[src/rtl/uart_rx_frame_ctrl_pkg.sv]
// uart_rx_frame_ctrl_pkg: shared state encoding and default frame parameters
package uart_rx_frame_ctrl_pkg;
    typedef enum logic [2:0] {
        S_IDLE,
        S_LEN,
        S_DATA,
        S_CHECK,
        S_HOLD
    } state_t;
    localparam logic [7:0]  HEADER_DEF  = 8'h55;
    localparam int          MAX_LEN_DEF = 8;
    localparam logic [19:0] TIMEOUT_DEF = 20'd104166;
    localparam int          BUF_DEPTH   = 8;
endpackage

[src/rtl/uart_frame_timeout.sv]
// uart_frame_timeout: inter-byte idle counter with terminal-count flag
module uart_frame_timeout #(
    parameter logic [19:0] TIMEOUT_CYC = 20'd104166
) (
    input  logic CLK,
    input  logic RST_n,
    input  logic clr,
    input  logic en,
    output logic tc
);
    logic [19:0] cnt;
    assign tc = cnt == TIMEOUT_CYC - 20'd1;
    always_ff @(posedge CLK or negedge RST_n) begin
        if (!RST_n)
            cnt <= '0;
        else if (clr)
            cnt <= '0;
        else if (en)
            cnt <= cnt + 20'd1;
    end
endmodule

[src/rtl/uart_rx_frame_ctrl.sv]
// uart_rx_frame_ctrl: assembles HEADER/LEN/payload/CHK frames from a byte receiver
// and holds a checked payload until the consumer acknowledges it.
module uart_rx_frame_ctrl
    import uart_rx_frame_ctrl_pkg::*;
#(
    parameter logic [7:0]  HEADER      = HEADER_DEF,
    parameter int          MAX_LEN     = MAX_LEN_DEF,
    parameter logic [19:0] TIMEOUT_CYC = TIMEOUT_DEF
) (
    input  logic       CLK,
    input  logic       RST_n,
    input  logic       Rx_Done_Sig,
    input  logic [7:0] Rx_Data,
    output logic       Rx_En_Sig,
    output logic       Frame_Valid_Sig,
    output logic       Frame_Err_Sig,
    output logic [3:0] Frame_Len,
    input  logic [2:0] Rd_Addr,
    output logic [7:0] Rd_Data,
    input  logic       Frame_Ack_Sig
);
    state_t     state;
    logic [7:0] sum;
    logic [3:0] idx;
    logic [7:0] buf_q [BUF_DEPTH];
    logic       active;
    logic       tc;

    assign active  = state inside {S_LEN, S_DATA, S_CHECK};
    assign Rd_Data = buf_q[Rd_Addr];

    uart_frame_timeout #(.TIMEOUT_CYC(TIMEOUT_CYC)) u_timeout (
        .CLK  (CLK),
        .RST_n(RST_n),
        .clr  (Rx_Done_Sig || !active),
        .en   (active),
        .tc   (tc)
    );

    always_ff @(posedge CLK or negedge RST_n) begin
        if (!RST_n) begin
            state           <= S_IDLE;
            Rx_En_Sig       <= 1'b0;
            Frame_Valid_Sig <= 1'b0;
            Frame_Err_Sig   <= 1'b0;
            Frame_Len       <= '0;
            sum             <= '0;
            idx             <= '0;
            for (int i = 0; i < BUF_DEPTH; i++)
                buf_q[i] <= '0;
        end else begin
            Frame_Err_Sig <= 1'b0;
            Rx_En_Sig     <= 1'b1;
            // a byte arriving on the terminal cycle takes priority over the timeout
            if (active && tc && !Rx_Done_Sig) begin
                Frame_Err_Sig <= 1'b1;
                state         <= S_IDLE;
            end else begin
                case (state)
                    S_IDLE:
                        if (Rx_Done_Sig && Rx_Data == HEADER)
                            state <= S_LEN;
                    S_LEN:
                        if (Rx_Done_Sig) begin
                            if (Rx_Data == 8'd0 || Rx_Data > 8'(MAX_LEN)) begin
                                Frame_Err_Sig <= 1'b1;
                                state         <= S_IDLE;
                            end else begin
                                Frame_Len <= Rx_Data[3:0];
                                sum       <= Rx_Data;
                                idx       <= '0;
                                state     <= S_DATA;
                            end
                        end
                    S_DATA:
                        if (Rx_Done_Sig) begin
                            buf_q[idx[2:0]] <= Rx_Data;
                            sum             <= sum + Rx_Data;
                            idx             <= idx + 4'd1;
                            if (idx + 4'd1 == Frame_Len)
                                state <= S_CHECK;
                        end
                    S_CHECK:
                        if (Rx_Done_Sig) begin
                            if (Rx_Data == sum) begin
                                Frame_Valid_Sig <= 1'b1;
                                Rx_En_Sig       <= 1'b0;
                                state           <= S_HOLD;
                            end else begin
                                Frame_Err_Sig <= 1'b1;
                                state         <= S_IDLE;
                            end
                        end
                    S_HOLD: begin
                        Rx_En_Sig <= Frame_Ack_Sig;
                        if (Frame_Ack_Sig) begin
                            Frame_Valid_Sig <= 1'b0;
                            state           <= S_IDLE;
                        end
                    end
                    default: state <= S_IDLE;
                endcase
            end
        end
    end
endmodule

[config.mk]
export PLATFORM = sky130hd
export DESIGN_NAME = uart_rx_frame_ctrl
export DESIGN_NICKNAME = d
export VERILOG_FILES = /design/src/rtl/uart_rx_frame_ctrl_pkg.sv /design/src/rtl/uart_frame_timeout.sv /design/src/rtl/uart_rx_frame_ctrl.sv
export SDC_FILE = /design/constraint.sdc
export NUM_CORES = 1
export LEC_CHECK = 0
export BUFFER_PORTS_ARGS = -buffer_cell sky130_fd_sc_hd__buf_4
export CORE_AREA = 2 2 105 127
export DETAILED_ROUTE_END_ITERATION = 8
export DIE_AREA = 0 0 107 129
export PLACE_DENSITY = 0.69
export SYNTH_ARGS = -nofsm -noshare
export SYNTH_HDL_FRONTEND = slang
export SYNTH_HIERARCHICAL = 1
export SYNTH_SLANG_ARGS = --single-unit
[constraint.sdc]
create_clock -name CLK -period 3.2 [get_ports CLK]
set_clock_uncertainty 0.2 [all_clocks]
set_input_delay 0.64 -clock CLK [delete_from_list [all_inputs] [get_ports CLK]]
set_output_delay 0.64 -clock CLK [all_outputs]
set_load 0.005 [all_outputs]
Word level (Yosys, flattened, before mapping). Index checks and enable logic that the tools add are counted.

$add $sub $neg: 3. $lt $le $gt $ge: 4. Equal/unequal tests: 20. Multiplexer cells: 39. Bitwise operators: 4. Reduce and logical (&&, ||, !) cells: 19.

Operator list (count): $bwmux 64 (1); $mux 8 (6); $mux 20 (2); $bmux 8 s3 (1); $demux 8 s3 (1); $mux 3 (8); $add 20x1->20 const B (1); $eq 20x17->1 const B (1); $pmux 8 s2 (1); $pmux 3 s5 (1); $mux 4 (3); $mux 1 (10); $ne 2x2->1 const B (5); $reduce_and 5->1 (2); $ne 3x2->1 const B (3); $add 8x8->8 (1); $eq 8x7->1 const B (1); $eq 8x8->1 (1); $ge 4x4->1 const B (2); $gt 8x4->1 const B (1); $logic_not 8->1 (1); $not 3->4 (2); $pmux 4 s2 (1); $eq 3x2->1 const B (2); other kinds (20) (31).

Bits in registers: 106. Bits of input ports: 15. Output and inout bits: 15. Word-level logic and storage cells: 105.

Longest topological paths before layout.
Depth after elaboration: 6. Depth in mapped cells: 8. Depth with buffers taken out: 8.

Cells and area by module. Netlist, hierarchy kept.

By module, submodules not included: uart_rx_frame_ctrl (instances 1, cells each 336, area an instance 4444.3 sq um); uart_frame_timeout (instances 1, cells each 108, area an instance 1076.0 sq um).

Worst setup path before layout. Ideal clock, no wire load.

Kind: input-to-output. Start point: input Rd_Addr[0]. End point: output Rd_Data[0]. Data arrival time: 1.954 ns. Required time: 2.360 ns. Setup slack: 0.406 ns. Stages on the path: 4. Path buffers: 2. Path through: buf_2 > buf_2 > mux4_2 > mux2_2.

Longest elaborated chain between the ends: 4.

RTL lines: from (decl) (RTL line uart_rx_frame_ctrl.sv:18) `input logic [2:0] Rd_Addr,`; $not 3->4 (implied by the code) (RTL line uart_rx_frame_ctrl.sv:30) `assign Rd_Data = buf_q[Rd_Addr];`; $bmux 8 s3 (RTL line uart_rx_frame_ctrl.sv:30); $mux 8 (implied by the code) (2 in series) (RTL line uart_rx_frame_ctrl.sv:30); to (decl) (RTL line uart_rx_frame_ctrl.sv:19) `output logic [7:0] Rd_Data,`.

No other way between the ends. The select of a mux whose other input is x is not followed.

Final worst setup path.
Start point: input Rd_Addr[0]. End point: output Rd_Data[6].

Same word-level chain as after synthesis.

==> flow_metrics.env <==
export IMPL_p_per_area_nw_per_um2=547
export IMPL_tightest_slew_ns=0.610
export IMPL_area_delta_synth_final_pct=12.7
export IMPL_drc=0
export IMPL_drive_gt1_share_pct=34.2
export IMPL_rows=45
export IMPL_max_vdd_ir_drop_mv=0.247
export IMPL_syn_area_um2=5520
export IMPL_layout_min_cycle_time_ns=2.73
export IMPL_timing_final_ws_setup_ns=0.466
export IMPL_vias_per_cell=5.73
export IMPL_p_leak_nw=2.82
export IMPL_finalNetCount=499
export IMPL_synthDistinctLibCells=64
export IMPL_ant_nets=0
export IMPL_vias=3664
export IMPL_required_ns=2.36
export IMPL_die_y_um=129
export IMPL_grt_pass1_vias=3800
export IMPL_r2r_start="state[1]$_DFFE_PN0P_"
export IMPL_ys_seq_area_share_pct=48.1
export IMPL_cts_tree="done"
export IMPL_dp_hpwl_mm=8.38
export IMPL_r2r_setup_slack_ns=0.73
export IMPL_rsz0062_at_grt="no"
export IMPL_grt_start_max_net_pins=56
export IMPL_tns_ns=0
export IMPL_antenna_found_initial=0
export IMPL_max_freq_ghz=0.366
export IMPL_grt_pass1_wl_mm=20.1
export IMPL_startpoint_type="input port"
export IMPL_gp_congestion=0.805
export IMPL_synth_ff_type="dfrtp_1"
export IMPL_fin_area_um2=6220
export IMPL_synth_seq_cells=106
export IMPL_wl_per_cell_um=18.5
export IMPL_setup_violations_final=0
export IMPL_io_buffers=29
export IMPL_fin_util_pct=49.6
export IMPL_clkSinkCount=106
export IMPL_maxSlewViolCount=0
export IMPL_endpoint="Rd_Data[6]"
export IMPL_cts_max_level=3
export IMPL_synth_edf_count=0
export IMPL_ctsRootBufferMaster="clkbuf_16"
export IMPL_clkTransAtPathRegs_ns=0.07
export IMPL_fin_crit_sh_pct=85.4
export IMPL_synth_avg_cell_area_um2=12.4
export IMPL_yosysWarnings=6
export IMPL_cap_violations=0
export IMPL_cts_buffers=9
export IMPL_hold_viol=0
export IMPL_totalWireLength_mm=11.9
export IMPL_p_total_w=0.00340
export IMPL_path_class="input port to output pin"
export IMPL_start_util_pct=44.0
export IMPL_path_max_fanout=16
export IMPL_endpoint_kind="output pin"
export IMPL_max_slew_margin_pct=59.2
export IMPL_gr_total_overflow=0
export IMPL_synthArstFlopShare_pct=100
export IMPL_dieArea_um2=13800
export IMPL_reg2regPathDepth=8
export IMPL_postCtsSetupRepairBufs=0
export IMPL_core_area_um2=12600
export IMPL_ctsLongestPathBuffers=2
export IMPL_status="completed"
export IMPL_diodes=0
export IMPL_worstPathArrival_ns=1.89
export IMPL_synthCells=444
export IMPL_clk_latency_ns=0.35
export IMPL_place_area_um2=5930
export IMPL_n_fill_cell=1091
export IMPL_hold_path_class="flop to flop"
export IMPL_drt_iter0_drc=188
export IMPL_post_place_ws_ns=0.438
export IMPL_r2r_end="u_timeout/cnt[19]$_DFFE_PN0P_"
export IMPL_critPathLaunch="Rd_Addr[0]"
export IMPL_io_pins=30
export IMPL_syn_nets=470
export IMPL_grt_use_total_pct=18.8
export IMPL_first_pass_iters=4
export IMPL_die_x_um=107
==> registers in the layout, indices dropped and copies added, names as in the netlist <==
register,cells
Frame_Valid_Sig,1
idx,4
buf_q,64
Frame_Err_Sig,1
sum,8
Frame_Len,4
state,3
Rx_En_Sig,1
u_timeout/cnt,20
==> Yosys cell counts (4+ instances only) <==
cell | count | area share (%)
buf_2 | 7 | 0.63
ha_1 | 10 | 2.3
a21oi_1 | 15 | 1.4
mux2_2 | 74 | 15
nand4_1 | 8 | 0.91
o21ai_1 | 4 | 0.36
clkbuf_1 | 12 | 0.82
nand2_1 | 23 | 1.6
nor4_1 | 5 | 0.57
nor2_1 | 24 | 1.6
o21ai_0 | 14 | 1.3
dfrtp_1 | 106 | 48
mux4_2 | 16 | 6.5
inv_1 | 10 | 0.68
or4_1 | 4 | 0.54
xor2_1 | 10 | 1.6
xnor2_1 | 10 | 1.6
o31ai_1 | 5 | 0.68
nand3_1 | 9 | 0.82
nor3_1 | 7 | 0.63
==> timing repair <==
item | CTS | global route
hold buffers | 1 | 0
endpoints found under the hold margin | 22 | 0
resized for setup | 0 | 0
==> worst max-delay path, cell delays in order <==
cell	delay [ns]
buf_4	0.28
mux4_2	0.55
mux2_2	0.28
buf_4	0.13
==> layout by cell type, fill, tap and decap left out, types with 4 or more instances in the layout <==
cell	count
nand4_1	8
nand3_1	9
nor2_1	24
a21oi_1	15
o31ai_1	5
o21ai_0	14
ha_1	10
nor4_1	5
mux4_2	16
nor3_1	7
xor2_1	10
inv_1	10
o21ai_1	4
or4_1	4
nand2_1	23
clkbuf_16	9
dfrtp_1	106
buf_4	40
mux2_2	74
xnor2_1	10
==> how the worst min path moves through the flow <==
stage                          start                      end  slack (ns)  cells after the start
3_3_place_gp    buf_q[9]$_DFFE_PN0P_     buf_q[9]$_DFFE_PN0P_        0.26                      2
5_1_grt        buf_q[47]$_DFFE_PN0P_    buf_q[47]$_DFFE_PN0P_        0.32                      1
2_1_floorplan                  RST_n  Frame_Err_Sig$_DFF_PN0_        0.14                      0
4_1_cts         buf_q[9]$_DFFE_PN0P_     buf_q[9]$_DFFE_PN0P_        0.28                      2
6_report        buf_q[9]$_DFFE_PN0P_     buf_q[9]$_DFFE_PN0P_        0.29                      2
3_5_place_dp    buf_q[9]$_DFFE_PN0P_     buf_q[9]$_DFFE_PN0P_        0.27                      2
==> layer usage <==
layer | GRT usage [%] | up-vias | part of all wire, %
met4 | 6.65 | 0 | 1.6
li1 | - | 1707 | -
met1 | 24.2 | 1882 | 45
met2 | 32.1 | 58 | 51
met5 | 0 | - | 0
met3 | 3.19 | 17 | 3.1
==> area by class of cell <==
class	instances	area [um^2]	share of cell area, %
Clock buffer	10	229	3.68
Clock inverter	4	55.1	0.885
Inverter	10	37.5	0.603
Multi-Input combinational cell	304	2710	43.6
Sequential cell	106	2650	42.6
Tap cell	164	205	3.30
Timing Repair Buffer	42	330	5.31
==> cell families (layout without fill, tap and decap cells) <==
kind of cell / count (synthesis) / count (layout) / synth area share (%)
and+or+nand+nor: 118 / 118 / 13.6
DFF: 106 / 106 / 48.1
muxes: 92 / 92 / 22.0
AOI/OAI and AO/OA: 63 / 63 / 7.71
buffers and inverters: 34 / 66 / 2.81
xor gates and xnor gates: 20 / 20 / 3.17
adders and majority gates: 11 / 11 / 2.63
==> stage by stage <==
stage / instances / hold slack [ns]
2_1_floorplan: 444 / 0.144
3_3_place_gp: 625 / 0.261
3_5_place_dp: 625 / 0.266
4_1_cts: 640 / 0.283
5_1_grt: 640 / 0.317
6_report: 640 / 0.287
==> where the power goes <==
part	leakage [nW]	internal (W)	total, W	switching [W]
Combinational	1.23	0.000351	0.000728	0.000377
Clock	0.135	0.000601	0.00108	0.000481
Sequential	1.45	0.00146	0.00159	0.000134
Note: power is estimated with default switching activity, not from simulation.
